<file path="src/rtl/scan_index_sequencer.sv">
// scan_index_sequencer
// Steps a 4-bit row index through the unmasked rows in ascending order.
// Each row is held for DWELL_CYCLES cycles. The index drives a 4-to-16
// one-hot decoder, and valid gates that decoder's output downstream.
//
// Optional build macro SCAN_WRAP_EN: when it is defined, a finished frame
// restarts at the lowest unmasked row without leaving DWELL. In that case
// frame_done pulses on the restart cycle.
//
// Handshake: start and stop are level-sampled, single-cycle requests. There
// is no ready signal. A start is accepted only in IDLE, only with stop low,
// and only when at least one row is unmasked. stop is honoured only in DWELL.
module scan_index_sequencer #(
  parameter int DWELL_CYCLES = 4,
  parameter int N_ROWS       = 16
) (
  input  logic        clk,
  input  logic        rst,
  input  logic        start,
  input  logic        stop,
  input  logic [15:0] mask,
  output logic [3:0]  binary,
  output logic        valid,
  output logic        busy,
  output logic        frame_done,
  output logic [4:0]  row_cnt
);

  localparam logic [15:0] ALL_MASKED = 16'((33'd1 << N_ROWS) - 33'd1);
  localparam logic [7:0]  LAST_CNT   = 8'(DWELL_CYCLES - 1);

  typedef enum logic {IDLE, DWELL} state_t;

  // State is observable by hierarchical reference for checkers.
  state_t      state, state_n;
  logic [15:0] mask_q, mask_q_n;
  logic [7:0]  dwell_cnt, dwell_cnt_n;
  logic [3:0]  binary_n;
  logic        valid_n, busy_n, frame_done_n;
  logic [4:0]  row_cnt_n;

  // Search result is {found, index} for the lowest row at or above lo.
  function automatic logic [4:0] first_clear_from(input logic [15:0] m,
                                                  input logic [4:0]  lo);
    logic [4:0] r;
    r = 5'd0;
    for (int i = 15; i >= 0; i--) begin
      if (!m[i] && (5'(i) >= lo)) r = {1'b1, 4'(i)};
    end
    return r;
  endfunction

  logic [4:0] first_in;    // lowest unmasked row of the incoming mask
  logic [4:0] first_q;     // lowest unmasked row of the captured mask
  logic [4:0] next_row;    // next unmasked row above the current one

  // Row searches for the start of a frame and for advancing within one.
  always_comb begin
    first_in = first_clear_from(mask, 5'd0);
    first_q  = first_clear_from(mask_q, 5'd0);
    next_row = first_clear_from(mask_q, {1'b0, binary} + 5'd1);
  end

  // Next-state and next-output logic. Every output is registered.
  always_comb begin
    state_n      = state;
    mask_q_n     = mask_q;
    dwell_cnt_n  = dwell_cnt;
    binary_n     = binary;
    valid_n      = valid;
    busy_n       = busy;
    frame_done_n = 1'b0;
    row_cnt_n    = row_cnt;
    case (state)
      IDLE: begin
        valid_n = 1'b0;
        busy_n  = 1'b0;
        if (start && !stop && (mask != ALL_MASKED)) begin
          mask_q_n    = mask;
          binary_n    = first_in[3:0];
          valid_n     = 1'b1;
          busy_n      = 1'b1;
          row_cnt_n   = 5'd1;
          dwell_cnt_n = 8'd0;
          state_n     = DWELL;
        end
      end
      DWELL: begin
        if (stop) begin
          valid_n = 1'b0;
          busy_n  = 1'b0;
          state_n = IDLE;
        end else if (dwell_cnt == LAST_CNT) begin
          dwell_cnt_n = 8'd0;
          if (next_row[4]) begin
            binary_n  = next_row[3:0];
            row_cnt_n = row_cnt + 5'd1;
          end else begin
            frame_done_n = 1'b1;
`ifdef SCAN_WRAP_EN
            binary_n  = first_q[3:0];
            row_cnt_n = 5'd1;
`else
            valid_n = 1'b0;
            busy_n  = 1'b0;
            state_n = IDLE;
`endif
          end
        end else begin
          dwell_cnt_n = dwell_cnt + 8'd1;
        end
      end
      default: state_n = IDLE;
    endcase
  end

  // State and output registers with asynchronous reset.
  always_ff @(posedge clk or posedge rst) begin
    if (rst) begin
      state      <= IDLE;
      mask_q     <= 16'd0;
      dwell_cnt  <= 8'd0;
      binary     <= 4'd0;
      valid      <= 1'b0;
      busy       <= 1'b0;
      frame_done <= 1'b0;
      row_cnt    <= 5'd0;
    end else begin
      state      <= state_n;
      mask_q     <= mask_q_n;
      dwell_cnt  <= dwell_cnt_n;
      binary     <= binary_n;
      valid      <= valid_n;
      busy       <= busy_n;
      frame_done <= frame_done_n;
      row_cnt    <= row_cnt_n;
    end
  end

  // The first-row search of the captured mask is only needed for wrapping.
  logic unused_first_q;
  assign unused_first_q = ^first_q;

endmodule

</file>
<file path="config.mk">
export PLATFORM = sky130hd
export DESIGN_NAME = scan_index_sequencer
export DESIGN_NICKNAME = d
export VERILOG_FILES = /design/src/rtl/scan_index_sequencer.sv
export SDC_FILE = /design/constraint.sdc
export NUM_CORES = 1
export LEC_CHECK = 0
export CAP_MARGIN = 20
export CORE_UTILIZATION = 41
export DETAILED_ROUTE_END_ITERATION = 8
export HOLD_SLACK_MARGIN = 0.12
export SLEW_MARGIN = 20
export SYNTH_ARGS = -nofsm -noshare
export SYNTH_HDL_FRONTEND = slang
export SYNTH_SLANG_ARGS = --single-unit
</file>
<file path="constraint.sdc">
create_clock -name clk -period 7.92 [get_ports clk]
set_clock_uncertainty 0.15 [all_clocks]
set_input_delay 2.376 -clock clk [delete_from_list [all_inputs] [get_ports clk]]
set_output_delay 2.376 -clock clk [all_outputs]
set_load 0.05 [all_outputs]
</file>
======== Word level (Yosys, flattened, before mapping) ========
Index checks and enable logic that the tools add are counted.
W data, S select, Z words.
cells by class
  order comparisons ....................... 16
  multiplexer cells ....................... 59
  $add $sub $neg .......................... 3
  bitwise gates (word level) .............. 1
  equal/unequal tests ..................... 8
  reductions and logical operators ........ 39
operator list
  kind                    number
  $mux W5                 20
  $mux W4                 20
  $ge A4 B5 Y1 const A    8
  $mux W8                 3
  $ge A3 B5 Y1 const A    4
  $logic_and A1 B1 Y1     18
  $logic_not A1 Y1        17
  $ne A16 B16 Y1 const B  1
  $pmux W8 S2             1
  $mux W1                 11
  $ge A1 B5 Y1 const A    2
  $ge A2 B5 Y1 const A    2
  $pmux W5 S2             1
  $add A8 B1 Y8 const B   1
  $eq A8 B2 Y1 const B    1
  $pmux W4 S2             1
  $reduce_and A2 Y1       3
  $add A4 B1 Y5 const B   1
  $add A5 B1 Y5 const B   1
  $ne A2 B1 Y1 const B    2
  $ne A2 B2 Y1 const B    2
  $pmux W1 S2             2
  $reduce_and A4 Y1       1
  $ne A3 B2 Y1 const B    1
  other kinds (2)         2
storage, ports and cells
  bits in registers ....................... 36
  output and inout port bits .............. 12
  word-level logic and storage cells ...... 133

======== Logic depth before layout (Yosys ltp) ========
Gate-level depths: netlist of run 1.
  depth after elaboration ................. 23
  gate-level depth with buffers ........... 13
  mapped depth without buffers ............ 9

======== Least setup slack after synthesis of run 1 ========
OpenSTA, ideal clock, no wires.
  path kind ............................... in2reg
  start ................................... in mask[10]
  end ..................................... reg busy
  setup time .............................. 142 ps
  cell stages on the path ................. 6
  path slack .............................. 4152 ps
  arrival ................................. 3476 ps
  path buffers ............................ 2
  path through ............................ nand2_1 -> nor3_1 -> a21o_1 -> clkbuf_1 -> clkbuf_1 -> o21ai_0
between the ends
  cells in the longest elaborated chain, start to end .. 4
RTL lines
  item                    line  RTL
  start: declaration      21    input logic [15:0] mask,
  $ne A16 B16 Y1          78    if (start && !stop && (mask != ALL_MASKED)) begin
  $logic_and A1 B1 Y1     78
  $mux W1                 78
  $pmux W1 S2             74    case (state)
  end signal: assignment  134   busy <= busy_n;
  end: declaration        24    output logic busy,
No other way between the ends.
A chain may end at the register's enable or synchronous reset.

======== Worst setup path after layout of run 1 ========
  start ................................... reg binary[3]
  end ..................................... out binary[3]
RTL lines
  item                      line  RTL
  start: declaration        22    output logic [3:0] binary,
  start signal: assignment  132   binary <= binary_n;
No word-level cell between the ends.

==> results.cfg, run 1 <==
[synthesis]
async_flop_share_pct = 100
synth_seq_area_share_pct = 33.5
synth_area_leader_cell = dfrtp_1
ys_ff_latch = 36
ys.flop_type = dfrtp_1
yosysTopAreaCellShare_pct = 33.5
syn_area_um2 = 2690
synthesis.nets = 344
syn-mean-instance-area_um2 = 8.47
synth_edf_count = 0
synth_cell_types = 82
postSynthCellCount = 318
yosys_warnings = 0
ys_top_cells_by_area = dfrtp_1 (33%), nand2_1 (7.8%), o21ai_0 (5.6%), a21oi_1 (3.5%), buf_6 (2.9%)

[clocking]
cts.sinks = 36
clk_pin_slew_ns = 0.08
cts_root_buf = clkbuf_8
cts_hold_buf = 0
clockBufferDepth = 2
clock_latency_ns = 0.29
cts_resized = 0
htreeDepth = 2
cts_buffers = 5
tritoncts = done
postCtsSetupRepairBufs = 0

[pwr]
p_per_area_nw_per_um2 = 279
ir_drop_mv = 0.184
p_leak_nw = 1.27
total_power_mw = 0.866
intPower_mw = 0.481
p_sw_share_pct = 44.5
p_switching_mw = 0.385
clockPowerShare_pct = 18.6
seqPwrFrac_pct = 32.1
comb_power_share_pct = 49.3

[setup_path]
path_max_fanout = 30
end_kind = output pin
arrival_ns = 2.18
crit_path_max_incr_delay_ns = 0.95
crit_buf_inv = 1
rr_worst_depth = 8
r2r_start = binary[0]$_DFFE_PP0P_
path_class = reg2out
crit_cells = 1
r2r_slack_ns = 4.15
crit_slowest_cell = clkdlybuf4s50_1
r2r-end = binary[0]$_DFFE_PP0P_
critPathRequiredTime_ns = 5.39
crit_end = binary[3]
critPathTopFamily = buffers and inverters
critPathLaunch = binary[3]$_DFFE_PP0P_
cp_cell_sequence = clkdlybuf4s50_1
worst_setup_path_start_kind = register

[global_routing]
first_global_vias = 2232
antenna_found_initial = 0
grt.total_usage_pct = 19.8
grt_max_degree = 37
grt_pass1_wl_mm = 11.1
grt_overflow_total = 0

[timing]
period_needed_ns = 4.71
setup_viol = 0
slew_viol_final = 0
fin_setup_tns_ns = 0
tightest_slew_ns = 0.904
fmax_mhz = 212
rsz0062_at_grt = false
whs_ns = 0.332
hold_violations = 0
slew_headroom_pct = 39.7
period_share_pct = 59.4

[detailed_routing]
viasPerCell = 5.72
drt_iter0_markers = 157
drc_errors = 0
vias = 2398
wl_mm = 6.56
drtPass1Iterations = 4
wire_per_inst_um = 15.7
antenna_left = 0

[min_path]
hp-class = reg2reg

[placement]
numPortBuffers = 31
dp.final_hpwl_mm = 4.80
routabilityCongestion = 0.920

[finish]
area_growth_pct = 15.1
diodes = 0
layout-drive-gt1-share_pct = 10.5
finalNetCount = 367

[floorplan]
num_io_pins = 32
die_w_um = 83.0
num_rows = 29
core_area_um2 = 6350
die_area_um2 = 6900
die_h_um = 83.0
initial_utilization_pct = 42.4

[job]
cap_violations = 0

[run_status]
status = complete, no violations
==> state kept, by name, indices dropped and copies added, names as in the netlist <==
name,flops
mask_q,16
dwell_cnt,8
row_cnt,5
binary,4
busy,1
frame_done,1
state,1
==> how the worst min path moves through the flow <==
stage / depth (start not counted) / slack (ns) / startpoint / to
4_1_cts: 2 / 0.34 / mask_q[5]$_DFFE_PP0P_ / mask_q[5]$_DFFE_PP0P_
2_1_floorplan: 2 / 0.30 / mask_q[13]$_DFFE_PP0P_ / mask_q[13]$_DFFE_PP0P_
5_1_grt: 2 / 0.37 / mask_q[5]$_DFFE_PP0P_ / mask_q[5]$_DFFE_PP0P_
3_3_place_gp: 2 / 0.32 / mask_q[5]$_DFFE_PP0P_ / mask_q[5]$_DFFE_PP0P_
3_5_place_dp: 2 / 0.32 / mask_q[5]$_DFFE_PP0P_ / mask_q[5]$_DFFE_PP0P_
6_report: 2 / 0.33 / mask_q[5]$_DFFE_PP0P_ / mask_q[5]$_DFFE_PP0P_
==> synthesized netlist by cell type, types with 2 or more instances <==
cell type  count
nor2_1        13
nand2b_1       6
nand3_1       15
inv_1         17
o211ai_1       2
nor2b_1        2
clkbuf_1       5
a31oi_1        6
xor2_1         3
nand2_1       56
buf_2          2
o41ai_1        2
a21boi_0       3
o31ai_1        2
a22oi_1        2
nand4_1        5
a21oi_1       19
nor3b_1        2
o221ai_1       2
nor3_1         5
a21o_1         3
ha_1           6
buf_6          7
o21ai_0       30
o22ai_1        2
a221oi_1       2
dfrtp_1       36
o21a_1         3
buf_4          3
and3_1         4
and2_1         2
==> worst min-delay path: stages (launching register included) <==
cell and delay [ns]:
dfrtp_1 0.34, nand2_1 0.05, o21ai_0 0.06
==> placed cells by master (no fill, tap or decap), drive strengths merged, types with 4 or more instances in the layout <==
master | netlist | routed
clkbuf | 5 | 5
inv | 18 | 18
nand4 | 5 | 5
nand3 | 16 | 16
o21ai | 31 | 31
clkdlybuf4s50 | 0 | 31
nand2 | 57 | 57
a31oi | 7 | 7
and3 | 4 | 4
nand2b | 6 | 6
nor2 | 13 | 13
a21oi | 20 | 20
xor2 | 4 | 4
ha | 6 | 6
dfrtp | 36 | 36
nor3 | 6 | 6
==> routing by layer <==
metal / part of all wire [%] / GRT usage, % / routed length (um)
met2: 43 / 29.7 / 2790
met5: 0 / 0 / 0
met4: 2.3 / 6.90 / 149
met3: 3.7 / 2.49 / 240
met1: 51 / 29.5 / 3380
==> logic make-up after synthesis <==
group           after synthesis  share of synthesized area, %
flops                        36                          33.5
mux                           4                          1.72
fa+ha+maj                     7                          3.16
compound gates               99                          26.7
xor+xnor                      5                          1.91
buf+inv                      35                          7.34
simple gates                132                          25.7
==> layout make-up <==
type | instances | area, um^2
clock buffers | 5 | 68.8
clock inverters | 3 | 42.5
fillers | 612 | 3250
inverters | 18 | 67.6
multi-input cells | 247 | 1600
flip-flops and latches | 36 | 901
well taps | 77 | 96.3
repair buffers | 33 | 325
==> per-stage QoR <==
step                util, %  cells  cell area, um^2  setup WS (ns)
floorplan                 -    318             2690           4.15
global placement       47.1    411             2990           3.25
CTS                    48.8    419             3100           3.23
detailed placement     47.1    411             2990           3.19
finish                 48.8    419             3100           3.21
global route           48.8    419             3100           3.12
==> power by group through the flow <==
stage / logic, mW / clock network, mW / registers, mW
floorplan: 0.356 / 0 / 0.269
global placement: 0.418 / 0 / 0.281
detailed placement: 0.423 / 0 / 0.280
CTS: 0.424 / 0.163 / 0.277
global route: 0.467 / 0.172 / 0.287
finish: 0.427 / 0.161 / 0.278
Note: power is estimated with default switching activity, not from simulation.
==> inputs of run 2 (changes only) <==
==> constraint.sdc (replaced) <==
create_clock -name clk -period 3.9 [get_ports clk]
set_clock_uncertainty 0.15 [all_clocks]
set_input_delay 1.17 -clock clk [delete_from_list [all_inputs] [get_ports clk]]
set_output_delay 1.17 -clock clk [all_outputs]
set_load 0.05 [all_outputs]
==> results.cfg, run 2 (synthesized netlist as in run 1, its figures left out) <==
[pwr]
ir_drop_mv = 0.358
p_leak_nw = 1.30
p_per_area_nw_per_um2 = 565

[clocking]
clock_latency_ns = 0.29
cts_buffers = 5
clk_pin_slew_ns = 0.08
htreeDepth = 2
cts.sinks = 36
cts_resized = 0
tritoncts = done
clockBufferDepth = 2
cts_hold_buf = 0
postCtsSetupRepairBufs = 0
cts_root_buf = clkbuf_8

[detailed_routing]
wl_mm = 6.57
drtPass1Iterations = 4
vias = 2415
wire_per_inst_um = 15.5
drc_errors = 0
antenna_left = 0
drt_iter0_markers = 162
viasPerCell = 5.68

[setup_path]
r2r_start = binary[0]$_DFFE_PP0P_
cp_cell_sequence = clkdlybuf4s50_1
critPathTopFamily = buffers and inverters
path_max_fanout = 18
critPathRequiredTime_ns = 2.58
crit_path_max_incr_delay_ns = 0.92
worst_setup_path_start_kind = register
critPathLaunch = binary[2]$_DFFE_PP0P_
path_class = reg2out
crit_buf_inv = 1
crit_slowest_cell = clkdlybuf4s50_1
arrival_ns = 1.99
end_kind = output pin

[timing]
slew_viol_final = 0
tightest_slew_ns = 0.774
period_share_pct = 84.9
hold_violations = 0
fin_ws_ns = 0.587
fmax_mhz = 302
slew_headroom_pct = 48.4
rsz0062_at_grt = false
setup_viol = 0
fin_setup_tns_ns = 0
period_needed_ns = 3.31

[placement]
dp.final_hpwl_mm = 5.01
placed_cell_area_um2 = 3030
routabilityCongestion = 0.898
placed_cells = 417
numPortBuffers = 31
post-place-ws_ns = 0.523

[job]
cap_violations = 0

[global_routing]
grt_max_degree = 37
grt.total_usage_pct = 20.3
grt_overflow_total = 0
first_global_vias = 2298
antenna_found_initial = 0
grt_pass1_wl_mm = 11.2

[finish]
reg.largest.list = mask_q x16, dwell_cnt x8, row_cnt x5
layout_commonest_cell = nand2_1
area_growth_pct = 16.8
regMostFlops = mask_q
largest_reg_flops = 16
register_area_um2 = 901
final_cell_mix = nand2_1 (56), dfrtp_1 (36), clkdlybuf4s50_1 (31)
fin_cells = 425
diodes = 0
final_cell_area_um2 = 3140
post-route-util_pct = 49.5
nFillCells = 601
layout-drive-gt1-share_pct = 12.1
multi_input_area_um2 = 1600
finalNetCount = 373

[run_status]
status = complete, no violations

[min_path]
hp-class = reg2reg
hold_start = mask_q[13]$_DFFE_PP0P_

[floorplan]
num_rows = 29
die_area_um2 = 6900
die_h_um = 83.0
die_w_um = 83.0
core_area_um2 = 6350
initial_utilization_pct = 42.4
num_io_pins = 32
-- run 2: cell count changes in the layout (fill, tap and decap cells not counted) --
cell,change
buf_4,+6
-- run 2: layout make-up --
class	count	area share [%]
multi-input combinational	247	50.8
tap	77	3.06
clock buffer	5	2.19
clock inverter	3	1.35
timing repair buffer	39	11.8
sequential	36	28.7
inverter	18	2.15
-- run 2: routing by layer --
metal	routed length (um)	vias up	GRT usage (%)	part of all wire, %
met3	331	10	3.98	5.0
li1	-	1203	-	-
met4	105	0	6.90	1.6
met2	2890	62	30.7	44
met1	3240	1140	29.1	49
met5	0	-	0	0
-- run 2: worst paths after layout --
kind | to | slack [ns] | cells past startpoint
worst max-delay path | binary[2] | 0.59 | 1
worst min-delay path | mask_q[13]$_DFFE_PP0P_ | 0.37 | 2
worst max register to register | row_cnt[4]$_DFFE_PP0P_ | 0.60 | 8
worst min register to register | mask_q[13]$_DFFE_PP0P_ | 0.37 | 2
max in group asynchronous | mask_q[13]$_DFFE_PP0P_ | 2.14 | 3
min in group asynchronous | dwell_cnt[3]$_DFFE_PP0P_ | 1.13 | 3
-- run 2: power by group --
part / switching [mW] / internal, mW / total [mW]
Clock: 0.144 / 0.189 / 0.333
Combinational: 0.543 / 0.375 / 0.918
Sequential: 0.0950 / 0.430 / 0.525
-- run 2: through the flow --
step / total power [mW] / hold WS, ns
after floorplan: 1.27 / 0.296
after global placement: 1.44 / 0.345
after detailed placement: 1.44 / 0.354
after CTS: 1.78 / 0.368
after global routing: 1.90 / 0.408
final: 1.78 / 0.368
